### config.mk
export PLATFORM = sky130hd
export DESIGN_NAME = stack_op_sequencer_flat
export DESIGN_NICKNAME = d
export VERILOG_FILES = /design/src/rtl/stack_op_sequencer_pkg.sv /design/src/rtl/stack_op_sequencer_if.sv /design/src/rtl/stack_op_sequencer_sp.sv /design/src/rtl/stack_op_sequencer.sv /design/src/flat_wrapper.sv
export SDC_FILE = /design/constraint.sdc
export NUM_CORES = 1
export LEC_CHECK = 0
export BUFFER_PORTS_ARGS = -buffer_cell sky130_fd_sc_hd__buf_2
export CORE_AREA = 2 2 181 183
export DETAILED_ROUTE_END_ITERATION = 6
export DIE_AREA = 0 0 183 185
export PLACE_DENSITY_LB_ADDON = 0.25
export SLEW_MARGIN = 20
export SYNTH_ARGS = -nofsm -noshare
export SYNTH_HDL_FRONTEND = slang
export SYNTH_SLANG_ARGS = --single-unit
### constraint.sdc
create_clock -name clk -period 2.25 [get_ports clk]
set_input_delay 0.225 -clock clk [delete_from_list [all_inputs] [get_ports clk]]
set_output_delay 0.225 -clock clk [all_outputs]
set_load 0.01 [all_outputs]
### src/rtl/stack_op_sequencer_pkg.sv
`default_nettype none
// +----------------------------------------------------------------------------+
// | Package : stack_seq_pkg                                                    |
// | Shared op codes, FSM state encoding and reset SP for the stack sequencer.  |
// | Revision: 1.0                                                              |
// +----------------------------------------------------------------------------+
package stack_seq_pkg;

    typedef logic [1:0] op_code_t;

    localparam op_code_t OP_CALL = 2'b00;
    localparam op_code_t OP_RET  = 2'b01;
    localparam op_code_t OP_INT  = 2'b10;
    localparam op_code_t OP_RTI  = 2'b11;

    typedef enum logic [2:0] {
        IDLE    = 3'd0,
        PUSH_F  = 3'd1,
        PUSH_LO = 3'd2,
        PUSH_HI = 3'd3,
        POP_HI  = 3'd4,
        POP_LO  = 3'd5,
        POP_F   = 3'd6,
        DONE    = 3'd7
    } state_t;

    localparam logic [31:0] SP_INIT_DEFAULT = 32'h0000_0FFE;

endpackage
`default_nettype wire

### src/rtl/stack_op_sequencer_if.sv
`default_nettype none
// +----------------------------------------------------------------------------+
// | Interface : stack_op_sequencer_if                                          |
// | Decode request, data-memory port and PC/CCR load bundle of the sequencer.  |
// | Revision  : 1.0                                                            |
// +----------------------------------------------------------------------------+
interface stack_op_sequencer_if #(
    parameter int ADDR_W = 32,
    parameter int DW     = 16,
    parameter int FLAG_W = 4
);
    import stack_seq_pkg::*;

    logic                op_valid;
    op_code_t            op_code;
    logic [2*DW-1:0]     ret_pc;
    logic [2*DW-1:0]     target_pc;
    logic [FLAG_W-1:0]   flags_in;
    logic                op_ready;
    logic                stall;
    logic                mem_req;
    logic                mem_we;
    logic [ADDR_W-1:0]   mem_addr;
    logic [DW-1:0]       mem_wdata;
    logic [DW-1:0]       mem_rdata;
    logic                mem_ack;
    logic                pc_load;
    logic [2*DW-1:0]     pc_next;
    logic                flags_load;
    logic [FLAG_W-1:0]   flags_out;
    logic [ADDR_W-1:0]   sp_out;

    modport master (
        output op_valid, op_code, ret_pc, target_pc, flags_in, mem_rdata, mem_ack,
        input  op_ready, stall, mem_req, mem_we, mem_addr, mem_wdata,
               pc_load, pc_next, flags_load, flags_out, sp_out
    );

    modport slave (
        input  op_valid, op_code, ret_pc, target_pc, flags_in, mem_rdata, mem_ack,
        output op_ready, stall, mem_req, mem_we, mem_addr, mem_wdata,
               pc_load, pc_next, flags_load, flags_out, sp_out
    );

endinterface
`default_nettype wire

### src/rtl/stack_op_sequencer_sp.sv
`default_nettype none
// +----------------------------------------------------------------------------+
// | Module  : stack_pointer_reg                                                |
// | Stack pointer with increment/decrement enables, wraps modulo 2^ADDR_W.     |
// | Revision: 1.0                                                              |
// +----------------------------------------------------------------------------+
module stack_pointer_reg
    import stack_seq_pkg::*;
#(
    parameter int                ADDR_W  = 32,
    parameter logic [ADDR_W-1:0] SP_INIT = ADDR_W'(SP_INIT_DEFAULT)
) (
    input  wire logic              clk,
    input  wire logic              reset,
    input  wire logic              inc,
    input  wire logic              dec,
    output logic [ADDR_W-1:0]      sp,
    output logic [ADDR_W-1:0]      sp_plus1
);

    logic [ADDR_W-1:0] r_sp;
    logic [ADDR_W-1:0] w_sp_plus1;

    assign w_sp_plus1 = r_sp + ADDR_W'(1);

    always_ff @(posedge clk or negedge reset) begin
        if (!reset) begin
            r_sp <= SP_INIT;
        end else if (inc) begin
            r_sp <= w_sp_plus1;
        end else if (dec) begin
            r_sp <= r_sp - ADDR_W'(1);
        end
    end

    assign sp       = r_sp;
    assign sp_plus1 = w_sp_plus1;

endmodule
`default_nettype wire

### src/rtl/stack_op_sequencer.sv
`default_nettype none
// +----------------------------------------------------------------------------+
// | Module  : stack_op_sequencer                                               |
// | Sequences CALL/RET/INT/RTI PC and CCR words through a 16-bit memory port.  |
// | Revision: 1.0                                                              |
// +----------------------------------------------------------------------------+
module stack_op_sequencer
    import stack_seq_pkg::*;
#(
    parameter int                ADDR_W  = 32,
    parameter int                DW      = 16,
    parameter int                FLAG_W  = 4,
    parameter logic [ADDR_W-1:0] SP_INIT = ADDR_W'(SP_INIT_DEFAULT)
) (
    input  wire logic            clk,
    input  wire logic            reset,
    stack_op_sequencer_if.slave  bus
);

    state_t             r_state;
    state_t             w_next_state;
    op_code_t           r_op;
    logic [2*DW-1:0]    r_ret_pc;
    logic [2*DW-1:0]    r_target_pc;
    logic [FLAG_W-1:0]  r_flags;
    logic [DW-1:0]      r_pop_hi;
    logic [DW-1:0]      r_pop_lo;
    logic [FLAG_W-1:0]  r_pop_flags;

    logic               w_accept;
    logic               w_mem_req;
    logic               w_mem_we;
    logic [ADDR_W-1:0]  w_mem_addr;
    logic [DW-1:0]      w_mem_wdata;
    logic               w_sp_inc;
    logic               w_sp_dec;
    logic [ADDR_W-1:0]  w_sp;
    logic [ADDR_W-1:0]  w_sp_plus1;
    logic               w_done;
    logic               w_is_pop_op;

    stack_pointer_reg #(
        .ADDR_W  (ADDR_W),
        .SP_INIT (SP_INIT)
    ) u_sp (
        .clk      (clk),
        .reset    (reset),
        .inc      (w_sp_inc),
        .dec      (w_sp_dec),
        .sp       (w_sp),
        .sp_plus1 (w_sp_plus1)
    );

    assign w_accept = (r_state == IDLE) && bus.op_valid;

    always_ff @(posedge clk or negedge reset) begin
        if (!reset) begin
            r_state <= IDLE;
        end else begin
            r_state <= w_next_state;
        end
    end

    always_ff @(posedge clk or negedge reset) begin
        if (!reset) begin
            r_op        <= OP_CALL;
            r_ret_pc    <= '0;
            r_target_pc <= '0;
            r_flags     <= '0;
            r_pop_hi    <= '0;
            r_pop_lo    <= '0;
            r_pop_flags <= '0;
        end else begin
            if (w_accept) begin
                r_op        <= bus.op_code;
                r_ret_pc    <= bus.ret_pc;
                r_target_pc <= bus.target_pc;
                r_flags     <= bus.flags_in;
            end
            if (bus.mem_ack) begin
                if (r_state == POP_HI) r_pop_hi    <= bus.mem_rdata;
                if (r_state == POP_LO) r_pop_lo    <= bus.mem_rdata;
                if (r_state == POP_F)  r_pop_flags <= bus.mem_rdata[FLAG_W-1:0];
            end
        end
    end

    // Push writes at SP then decrements; pop reads at SP+1 and increments on the ack edge.
    always_comb begin
        w_next_state = r_state;
        w_mem_req    = 1'b0;
        w_mem_we     = 1'b0;
        w_mem_addr   = '0;
        w_mem_wdata  = '0;
        case (r_state)
            IDLE: begin
                if (bus.op_valid) begin
                    case (bus.op_code)
                        OP_CALL: w_next_state = PUSH_LO;
                        OP_INT:  w_next_state = PUSH_F;
                        default: w_next_state = POP_HI;
                    endcase
                end
            end
            PUSH_F: begin
                w_mem_req   = 1'b1;
                w_mem_we    = 1'b1;
                w_mem_addr  = w_sp;
                w_mem_wdata = {{(DW-FLAG_W){1'b0}}, r_flags};
                if (bus.mem_ack) w_next_state = PUSH_LO;
            end
            PUSH_LO: begin
                w_mem_req   = 1'b1;
                w_mem_we    = 1'b1;
                w_mem_addr  = w_sp;
                w_mem_wdata = r_ret_pc[DW-1:0];
                if (bus.mem_ack) w_next_state = PUSH_HI;
            end
            PUSH_HI: begin
                w_mem_req   = 1'b1;
                w_mem_we    = 1'b1;
                w_mem_addr  = w_sp;
                w_mem_wdata = r_ret_pc[2*DW-1:DW];
                if (bus.mem_ack) w_next_state = DONE;
            end
            POP_HI: begin
                w_mem_req  = 1'b1;
                w_mem_addr = w_sp_plus1;
                if (bus.mem_ack) w_next_state = POP_LO;
            end
            POP_LO: begin
                w_mem_req  = 1'b1;
                w_mem_addr = w_sp_plus1;
                if (bus.mem_ack) w_next_state = (r_op == OP_RTI) ? POP_F : DONE;
            end
            POP_F: begin
                w_mem_req  = 1'b1;
                w_mem_addr = w_sp_plus1;
                if (bus.mem_ack) w_next_state = DONE;
            end
            DONE: begin
                w_next_state = IDLE;
            end
            default: begin
                w_next_state = IDLE;
            end
        endcase
    end

    assign w_sp_dec    = w_mem_req &&  w_mem_we && bus.mem_ack;
    assign w_sp_inc    = w_mem_req && !w_mem_we && bus.mem_ack;
    assign w_done      = (r_state == DONE);
    assign w_is_pop_op = (r_op == OP_RET) || (r_op == OP_RTI);

    assign bus.op_ready   = (r_state == IDLE);
    assign bus.stall      = (r_state != IDLE) || w_accept;
    assign bus.mem_req    = w_mem_req;
    assign bus.mem_we     = w_mem_we;
    assign bus.mem_addr   = w_mem_addr;
    assign bus.mem_wdata  = w_mem_wdata;
    assign bus.pc_load    = w_done;
    assign bus.pc_next    = !w_done     ? '0 :
                            w_is_pop_op ? {r_pop_hi, r_pop_lo} : r_target_pc;
    assign bus.flags_load = w_done && (r_op == OP_RTI);
    assign bus.flags_out  = bus.flags_load ? r_pop_flags : '0;
    assign bus.sp_out     = w_sp;

endmodule
`default_nettype wire

### src/flat_wrapper.sv
// flat-port wrapper written by rule: the top's interface ports become plain ports
module stack_op_sequencer_flat import stack_seq_pkg::*;
#(
    parameter int                ADDR_W  = 32,
    parameter int                DW      = 16,
    parameter int                FLAG_W  = 4,
    parameter logic [ADDR_W-1:0] SP_INIT = ADDR_W'(SP_INIT_DEFAULT)
)
  (clk, reset, bus_op_valid, bus_op_code, bus_ret_pc, bus_target_pc, bus_flags_in, bus_mem_rdata, bus_mem_ack, bus_op_ready, bus_stall, bus_mem_req, bus_mem_we, bus_mem_addr, bus_mem_wdata, bus_pc_load, bus_pc_next, bus_flags_load, bus_flags_out, bus_sp_out);
  stack_op_sequencer_if #(.ADDR_W(ADDR_W), .DW(DW), .FLAG_W(FLAG_W)) bus_i ();
  input  wire logic clk;
  input  wire logic reset;
  input wire logic [$bits(bus_i.op_valid)-1:0] bus_op_valid;
  input wire logic [$bits(bus_i.op_code)-1:0] bus_op_code;
  input wire logic [$bits(bus_i.ret_pc)-1:0] bus_ret_pc;
  input wire logic [$bits(bus_i.target_pc)-1:0] bus_target_pc;
  input wire logic [$bits(bus_i.flags_in)-1:0] bus_flags_in;
  input wire logic [$bits(bus_i.mem_rdata)-1:0] bus_mem_rdata;
  input wire logic [$bits(bus_i.mem_ack)-1:0] bus_mem_ack;
  output wire logic [$bits(bus_i.op_ready)-1:0] bus_op_ready;
  output wire logic [$bits(bus_i.stall)-1:0] bus_stall;
  output wire logic [$bits(bus_i.mem_req)-1:0] bus_mem_req;
  output wire logic [$bits(bus_i.mem_we)-1:0] bus_mem_we;
  output wire logic [$bits(bus_i.mem_addr)-1:0] bus_mem_addr;
  output wire logic [$bits(bus_i.mem_wdata)-1:0] bus_mem_wdata;
  output wire logic [$bits(bus_i.pc_load)-1:0] bus_pc_load;
  output wire logic [$bits(bus_i.pc_next)-1:0] bus_pc_next;
  output wire logic [$bits(bus_i.flags_load)-1:0] bus_flags_load;
  output wire logic [$bits(bus_i.flags_out)-1:0] bus_flags_out;
  output wire logic [$bits(bus_i.sp_out)-1:0] bus_sp_out;
  assign bus_i.op_valid = bus_op_valid;
  assign bus_i.op_code = bus_op_code;
  assign bus_i.ret_pc = bus_ret_pc;
  assign bus_i.target_pc = bus_target_pc;
  assign bus_i.flags_in = bus_flags_in;
  assign bus_i.mem_rdata = bus_mem_rdata;
  assign bus_i.mem_ack = bus_mem_ack;
  assign bus_op_ready = bus_i.op_ready;
  assign bus_stall = bus_i.stall;
  assign bus_mem_req = bus_i.mem_req;
  assign bus_mem_we = bus_i.mem_we;
  assign bus_mem_addr = bus_i.mem_addr;
  assign bus_mem_wdata = bus_i.mem_wdata;
  assign bus_pc_load = bus_i.pc_load;
  assign bus_pc_next = bus_i.pc_next;
  assign bus_flags_load = bus_i.flags_load;
  assign bus_flags_out = bus_i.flags_out;
  assign bus_sp_out = bus_i.sp_out;
  stack_op_sequencer #(.ADDR_W(ADDR_W), .DW(DW), .FLAG_W(FLAG_W), .SP_INIT(SP_INIT)) u_core (.clk(clk), .reset(reset), .bus(bus_i));
endmodule
# Yosys cells after proc, flatten, opt, wreduce, memory -nomap -nowiden
# Index checks and enable logic that the tools add are counted.
# totals
reg_bits	141
latch_bits	0
ramBits	0
rom_bits	0
inputBits	90
elab_cells	66
mem_count	0
# classes
add_sub_neg	2
n_mul	0
n_div	0
n_lt_le_gt_ge	0
eq_ne	16
shifts	0
n_mux	18
bitwise	0
n_reduce_logical	21
# ops
op	count
$mux 32	4
$pmux 32 s2	1
$pmux 16 s3	1
$add 32x1->32 const B	1
$sub 32x1->32 const B	1
$pmux 3 s7	1
$mux 3	6
$eq 3x3->1 const B	4
$ne 2x2->1 const B	5
$eq 3x2->1 const B	2
$logic_and 1x1->1	6
$pmux 3 s2	1
$reduce_and 2->1	3
$reduce_and 6->1	1
$reduce_or 3->1	2
$reduce_or 6->1	1
$eq 2x2->1 const B	2
$mux 4	1
$eq 3x1->1 const B	1
$logic_not 3->1	1
$mux 1	3
$reduce_bool 3->1	1
$eq 2x1->1 const B	1
$logic_not 2->1	1
5 further kinds	6

# Depth between registers and ports, before layout
# Gate-level depths: netlist (run 1).
# depth
depth_word	7
ltp_mapped	8

# By module
# Synthesis (run 1) repeated with hierarchy kept, for this count alone.
# hier_totals
cells_unflattened	703
hier_area_um2	8489.4
# modules_own_cells
mod	instances	cells_per_inst	area_per_inst_um2	seq_area_each_um2
stack_op_sequencer	1	418	5846.9	2727.6
stack_pointer_reg	1	285	2642.5	814.5

# Least setup slack after synthesis (run 1)
# OpenSTA, ideal clock, no wires.
# synth_timing
path_kind	register -> output
start	reg u_core.u_sp.r_sp[3] (netlist: u_core.u_sp.sp[3])
end	out bus_mem_addr[26]
arrival_ns	2.076
t_required_ns	2.025
slack_ns	-0.051
path_stages_with_launch	7
n_path_buf	2
path_cell_list	dfstp_2 > clkbuf_1 > nand4_1 > nor4_4 > buf_2 > nand3_1 > o31ai_1
# synth_via
elab_chain_len	2
# synth_rtl
item	line_no	source
start: declaration	stack_op_sequencer_sp.sv:21	logic [ADDR_W-1:0] r_sp;
start signal: assignment	stack_op_sequencer_sp.sv:30	r_sp <= w_sp_plus1;
start signal: assignment	stack_op_sequencer_sp.sv:32	r_sp <= r_sp - ADDR_W'(1);
$add 32x1->32	stack_op_sequencer_sp.sv:24	assign w_sp_plus1 = r_sp + ADDR_W'(1);
$pmux 32 s2	stack_op_sequencer.sv:95	case (r_state)
end: declaration	flat_wrapper.sv:24	output wire logic [$bits(bus_i.mem_addr)-1:0] bus_mem_addr;
# No other way between the ends.

# Final worst setup path (run 1)
# layout_timing
start	reg u_core.u_sp.r_sp[5] (netlist: u_core.u_sp.sp[5])
end	out bus_mem_addr[26]
# The elaborated chain is that of the path after synthesis.

==> results of run 1 <==
==> cell families after synthesis <==
| group | Yosys count |
|---|---|
| AOI/OAI and AO/OA | 140 |
| xor gates and xnor gates | 26 |
| adders and majority gates | 2 |
| buffers and inverters | 76 |
| DFF | 141 |
| muxes | 156 |
| and+or+nand+nor | 228 |
==> worst reg2reg max path: cells and delay by family, from the launching register on <==
family / cells / cell delay (ns)
and+or+nand+nor: 3 / 0.67
buffers and inverters: 4 / 0.51
DFF: 1 / 0.39
AOI/OAI and AO/OA: 1 / 0.21
adders and majority gates: 1 / 0.14
xor gates and xnor gates: 1 / 0.13
==> how the worst max path moves through the flow <==
| stage | from | to | slack (ns) | cells past startpoint |
|---|---|---|---|---|
| 6_report | u_core.u_sp.sp[5]$_DFFE_PN1P_ | bus_mem_addr[26] | -0.37 | 8 |
| 3_3_place_gp | u_core.u_sp.sp[9]$_DFFE_PN1P_ | bus_mem_addr[31] | 0.03 | 7 |
| 2_1_floorplan | u_core.u_sp.sp[3]$_DFFE_PN1P_ | bus_mem_addr[24] | -0.02 | 6 |
| 4_1_cts | u_core.u_sp.sp[1]$_DFFE_PN1P_ | bus_mem_addr[26] | -0.35 | 9 |
| 3_5_place_dp | u_core.u_sp.sp[9]$_DFFE_PN1P_ | bus_mem_addr[31] | 0.006 | 7 |
| 5_1_grt | u_core.u_sp.sp[5]$_DFFE_PN1P_ | bus_mem_addr[26] | -0.47 | 8 |
==> final cells by class <==
cell class                 instances  area, um2  area share
clock buffer                      19      432.9     0.03781
clock inverter                    13      165.2     0.01443
inverter                           8      30.03    0.002623
multi-input combinational        553       4410      0.3852
sequential                       141       3548      0.3099
tap                              408      510.5     0.04459
timing repair buffer             350       2351      0.2054
==> metal layers <==
layer / global-route usage / share of wire / routed length, um / vias up
li1: - / - / - / 3408
met3: 0.05328 / 0.075 / 2033 / 43
met2: 0.2555 / 0.46 / 12530 / 285
met1: 0.2095 / 0.44 / 12100 / 3602
met5: 0 / 0.0013 / 34 / -
met4: 0.04832 / 0.019 / 508 / 6
==> power groups by stage <==
stage	combinational [uW]	clock, uW	sequential [uW]
after global placement	6060	0	4530
after global routing	7500	3110	4670
after CTS	6520	3020	4500
after detailed placement	6100	0	4560
final	6890	2920	4490
after floorplan	4030	0	4230
==> synthesized netlist by cell type (all sizes together), types with 18 or more instances <==
cell,count
mux2,110
o21ai,47
buf,24
clkbuf,44
nand3,21
nand2,34
xnor2,18
dfrtp,130
nor2,73
a21oi,24
mux2i,46
nor3,19
==> through the flow <==
step           cell area (um2)  hold slack [ns]  setup TNS, ns  power, uW
6_report                 11450          0.02878         -5.214      14300
5_1_grt                  11450         0.002515         -7.616      15270
4_1_cts                  11150       0.00004560         -5.588      14050
3_5_place_dp              9977           0.2371              0      10670
3_3_place_gp              9977           0.2469              0      10600
2_1_floorplan             7906         -0.07059       -0.01770       8264
==> sequential cells by signal, summed over array words and instances (netlist names) <==
name and cells:
u_core.r_target_pc 32, u_core.r_pop_lo 16, u_core.r_pop_flags 4, u_core.r_flags 4, u_core.r_state 3, u_core.r_pop_hi 16
u_core.r_ret_pc 32, u_core.u_sp.sp 32, u_core.r_op 2
==> what timing repair did <==
action,CTS,global route
cloned,3,0
pin swaps,23,28
buffers inserted,21,12
gates resized for setup,68,63
setup endpoints to repair,78,41
hold buffers,17,0
hold endpoints to repair,69,0
==> impl_metrics.env, run 1 <==
export IMPL_rsz0062_at_grt="true"
export IMPL_synth_edf_count=0
export IMPL_finClkSkew_ns=0.01310
export IMPL_startpoint_type="register"
export IMPL_via_per_inst=4.922
export IMPL_numPortBuffers=211
export IMPL_synth_seq_cells=141
export IMPL_worst_pin_slew_ns=0.5771
export IMPL_start_util=0.2466
export IMPL_hold_class="input port to register"
export IMPL_internal_power_uw=8812
export IMPL_syn_inst=769
export IMPL_wl_per_cell_um=18.23
export IMPL_setup_viol=22
export IMPL_grt_max_degree=57
export IMPL_cap_violations=0
export IMPL_clkTransAtPathRegs_ns=0.07
export IMPL_mostFrequentLayoutCells="209 x buf_2, 125 x dfrtp_1, 110 x mux2_2"
export IMPL_cts_root_buf="clkbuf_16"
export IMPL_fillCellCount=3320
export IMPL_place_ws_ns=0.005797
export IMPL_rows=66
export IMPL_instances_no_fill=1492
export IMPL_layout_drive_gt1_share=0.5194
export IMPL_grt_ovfl_total=0
export IMPL_r2r_slack_ns=0.09
export IMPL_utilization=0.3573
export IMPL_ys_seq_area_frac=0.4483
export IMPL_antenna_found_initial=3
export IMPL_ys_async_sr_fraction=1.000
export IMPL_grt_pass1_vias=7312
export IMPL_p_sw_frac=0.3836
export IMPL_die_area_mm2=0.03386
export IMPL_cpMaxStageDelayCell="dfstp_2"
export IMPL_critical_path_class="register to output pin"
export IMPL_synthesis_nets=861
export IMPL_placed_cells=1408
export IMPL_cp_required_ns=2.03
export IMPL_setup_ws_ns=-0.3674
export IMPL_hold_viol=0
export IMPL_coreArea_mm2=0.03204
export IMPL_yosysUniqueCellTypes=62
export IMPL_avgSynthCellArea_um2=10.27
export IMPL_place_congestion=0.8781
export IMPL_min_period_ns=2.617
export IMPL_p_sw_uw=5485
export IMPL_clockBufferDepth=2
export IMPL_cp_max_fo=5
export IMPL_die_w_um=183
export IMPL_hold_end="u_core.r_ret_pc[4]$_DFFE_PN0P_"
export IMPL_outcome="finished, violations left"
export IMPL_cp_data_arrival_time_ns=2.39
export IMPL_yosys_warnings=0
export IMPL_insertion_delay_ns=0.43
export IMPL_drv_slew=0
export IMPL_synth_xor_area_frac=0.02882
export IMPL_grt_pass1_wl_mm=41.90
export IMPL_synth_compound_area_frac=0.1112
export IMPL_fmax_ghz=0.3821
export IMPL_crit_family="simple AND/OR/NAND/NOR gates"
export IMPL_r2r_start="u_core.u_sp.sp[1]$_DFFE_PN1P_"
export IMPL_failed_checks="negative setup slack"
export IMPL_dp_hpwl_mm=19.33
export IMPL_cts_tree="yes"
export IMPL_synth_ff_type="dfrtp_1"
export IMPL_cp_num_buf_inv=3
export IMPL_cts_htree_levels=4
export IMPL_clockPowerShare=0.204
export IMPL_worstReg2RegEnd="u_core.u_sp.sp[16]$_DFFE_PN0P_"
export IMPL_cts_buffers_inserted=17
export IMPL_synthMuxAreaShare=0.2150
export IMPL_synth_adder_area_share=0.003167
export IMPL_die_h_um=185
export IMPL_final_antenna_net_count=0
export IMPL_max_vdd_ir_drop_mv=0.6898
export IMPL_routed_wl_mm=27.20
export IMPL_first_iter_violations=380
export IMPL_power_density_mw_per_mm2=1249
export IMPL_hold_depth=2
export IMPL_area_growth_pct=44.89
export IMPL_holdCritStartpoint="bus_ret_pc[4]"
export IMPL_track_usage=0.1614
export IMPL_netlist_area_mm2=0.007901
export IMPL_cp_cell_sequence="nand4_1 > nor4_4 > buf_6 > buf_12 > a41oi_2 > o21ai_1 > o31ai_2 > buf_2"
export IMPL_synth_simple_area_share=0.1531
export IMPL_synth_top_area_share=0.4117
export IMPL_min_period_over_period=1.163
export IMPL_vias=7344
export IMPL_synthTopCellsByArea="dfrtp_1 41%, mux2_2 16%, mux2i_1 5.8%"
export IMPL_total_leakage_power_uw=0.005227
export IMPL_num_nets_final=1163
export IMPL_dr_pass1_iters=5
export IMPL_antennaDiodeCount=0
export IMPL_cpPeakStageDelay_ns=0.60
export IMPL_io_pins=212
export IMPL_drc_errors=0
export IMPL_p_comb_frac=0.482
export IMPL_ff2ff_path_depth=10
export IMPL_seqPwrFrac=0.314
export IMPL_layout_commonest_cell="buf_2"
export IMPL_yosys_area_top_type="dfrtp_1"
export IMPL_synth_top_family_by_area="multiplexers"
export IMPL_slew_headroom=0.6152
export IMPL_cp_end_kind="output pin"
export IMPL_cts_sinks=141
(Power assumes the default switching activity.)
==> run 2: changes to the inputs <==
==> constraint.sdc (replaced) <==
create_clock -name clk -period 2.25 [get_ports clk]
set_input_delay 0.45 -clock clk [delete_from_list [all_inputs] [get_ports clk]]
set_output_delay 0.45 -clock clk [all_outputs]
set_load 0.01 [all_outputs]
==> run 2 against run 1 <==
Against the previous run: the run still ends with negative setup slack left; total power is 13% higher; global-route usage is 0.059 points lower; die area stayed put; sequential share of layout area is 2.7 points lower; setup slack worse by 0.12 ns; clock skew hardly changed; hold slack better by 0.21 ns; utilization is 3.4 points higher; via count is 1.8% higher; critical path type unchanged.
==> impl_metrics.env, run 2 (synthesis gave the netlist of run 1 again) <==
export IMPL_dr_pass1_iters=5
export IMPL_cp_max_fo=10
export IMPL_insertion_delay_ns=0.43
export IMPL_mostFrequentLayoutCells="173 x buf_2, 130 x buf_4, 123 x dfrtp_1"
export IMPL_num_nets_final=1206
export IMPL_min_period_ns=2.738
export IMPL_critical_path_class="register to output pin"
export IMPL_place_congestion=0.8455
export IMPL_vias=7479
export IMPL_cp_required_ns=1.80
export IMPL_rsz0062_at_grt="true"
export IMPL_setup_viol=74
export IMPL_p_sw_uw=6348
export IMPL_cp_data_arrival_time_ns=2.29
export IMPL_internal_power_uw=9817
export IMPL_dp_hpwl_mm=19.14
export IMPL_cts_tree="yes"
export IMPL_regArea_mm2=0.003551
export IMPL_fillCellCount=3190
export IMPL_worst_pin_slew_ns=0.4762
export IMPL_first_iter_violations=375
export IMPL_die_area_mm2=0.03386
export IMPL_outcome="finished, violations left"
export IMPL_finClkSkew_ns=0.01277
export IMPL_min_period_over_period=1.217
export IMPL_total_leakage_power_uw=0.005574
export IMPL_failed_checks="negative setup slack"
export IMPL_hold_viol=0
export IMPL_cts_root_buf="clkbuf_16"
export IMPL_cts_sinks=141
export IMPL_grt_pass1_wl_mm=42.11
export IMPL_routed_wl_mm=28.42
export IMPL_slew_headroom=0.6796
export IMPL_start_util=0.2466
export IMPL_cp_end_kind="output pin"
export IMPL_antenna_found_initial=4
export IMPL_fmax_ghz=0.3652
export IMPL_utilization=0.3915
export IMPL_startpoint_type="register"
export IMPL_p_sw_frac=0.3927
export IMPL_setup_ws_ns=-0.4883
export IMPL_layout_drive_gt1_share=0.6043
export IMPL_power_density_mw_per_mm2=1289
export IMPL_seqPwrFrac=0.274
export IMPL_cap_violations=0
export IMPL_rows=66
export IMPL_p_comb_frac=0.553
export IMPL_drc_errors=0
export IMPL_cts_buffers_inserted=17
export IMPL_track_usage=0.1608
export IMPL_final_antenna_net_count=0
export IMPL_clkTransAtPathRegs_ns=0.07
export IMPL_coreArea_mm2=0.03204
export IMPL_area_growth_pct=58.76
export IMPL_layout_commonest_cell="buf_2"
export IMPL_hold_class="input port to register"
export IMPL_io_pins=212
export IMPL_clockBufferDepth=2
export IMPL_wl_per_cell_um=18.50
export IMPL_max_vdd_ir_drop_mv=0.6382
export IMPL_die_h_um=185
export IMPL_grt_max_degree=43
export IMPL_clockPowerShare=0.173
export IMPL_numPortBuffers=211
export IMPL_grt_ovfl_total=0
export IMPL_via_per_inst=4.869
export IMPL_hold_slack_ns=0.2427
export IMPL_die_w_um=183
export IMPL_grt_pass1_vias=7406
export IMPL_cts_htree_levels=4
export IMPL_multi_input_area_mm2=0.004811
export IMPL_drv_slew=0
-- run 2: cell types whose count changed in the layout (fill, tap and decap cells not counted), moves of 7 or more --
cell | before | now
buf_12 | 9 | 16
nor2_4 | 2 | 34
dlygate4sd3_1 | 17 | 1
nor2_1 | 68 | 35
buf_2 | 209 | 173
o21ai_0 | 15 | 7
buf_4 | 96 | 130
buf_6 | 17 | 65
-- run 2: final cells by class --
type	count	area share
inverters	8	0.002892
well taps	408	0.04069
diodes	1	0.0001995
clock buffers	19	0.03531
multi-input cells	552	0.3835
flip-flops and latches	141	0.2831
repair buffers	394	0.2441
clock inverters	13	0.01027
-- run 2: power groups by stage --
| stage | registers [uW] | logic (uW) | clock network [uW] |
|---|---|---|---|
| floorplan | 4240 | 4090 | 0 |
| CTS | 4400 | 7190 | 2900 |
| detailed placement | 4460 | 6500 | 0 |
| global route | 4600 | 9600 | 3010 |
| finish | 4430 | 8940 | 2790 |
| global placement | 4420 | 6460 | 0 |
-- run 2: worst paths after layout --
check	from	to	slack, ns	depth (start not counted)
min in group asynchronous	reset	u_core.u_sp.sp[15]$_DFFE_PN0P_	0.49	2
max in group asynchronous	reset	u_core.r_ret_pc[2]$_DFFE_PN0P_	1.13	3
min reg2reg	u_core.r_ret_pc[12]$_DFFE_PN0P_	u_core.r_ret_pc[12]$_DFFE_PN0P_	0.51	1
max reg2reg	u_core.u_sp.sp[22]$_DFFE_PN0P_	u_core.u_sp.sp[28]$_DFFE_PN0P_	0.08	5
min	bus_ret_pc[1]	u_core.r_ret_pc[1]$_DFFE_PN0P_	0.24	2
max	u_core.u_sp.sp[8]$_DFFE_PN1P_	bus_mem_addr[28]	-0.49	8
-- run 2: what timing repair did --
| action | 4_1_cts | 5_1_grt |
|---|---|---|
| hold endpoints to repair | 13 | 0 |
| hold buffers | 1 | 0 |
| pin swaps | 15 | 76 |
| resized for setup | 94 | 210 |
| gates cloned | 0 | 5 |
| endpoints found under the setup margin | 86 | 98 |
| setup buffers | 31 | 36 |
-- run 2: worst max-delay path, stage by stage (launching register included) --
cell	delay, ns
dfstp_2	0.57
nand4_1	0.22
nor4_4	0.33
buf_12	0.17
buf_12	0.12
a31oi_1	0.07
o21ai_1	0.16
o21ai_2	0.07
buf_2	0.14
-- run 2: per-stage QoR --
stage	setup TNS (ns)	setup WS (ns)	cells	power [uW]	instance area, um2
floorplan	-0.4310	-0.08589	769	8330	7986
global placement	-0.8815	-0.1712	1438	10870	10260
detailed placement	-1.240	-0.1839	1438	10960	10260
CTS	-10.36	-0.5157	1502	14490	11340
global route	-21.60	-0.6097	1535	17210	12540
finish	-13.05	-0.4883	1536	16170	12540
-- run 2: metal layers --
metal  GRT usage  wire, um  share of wire  vias up
met3     0.04915      2114          0.074       37
met1      0.2108     12450           0.44     3685
li1            -         -              -     3499
met2      0.2536     13360           0.47      252
met4     0.05120       444          0.016        6
met5           0        44         0.0015        -
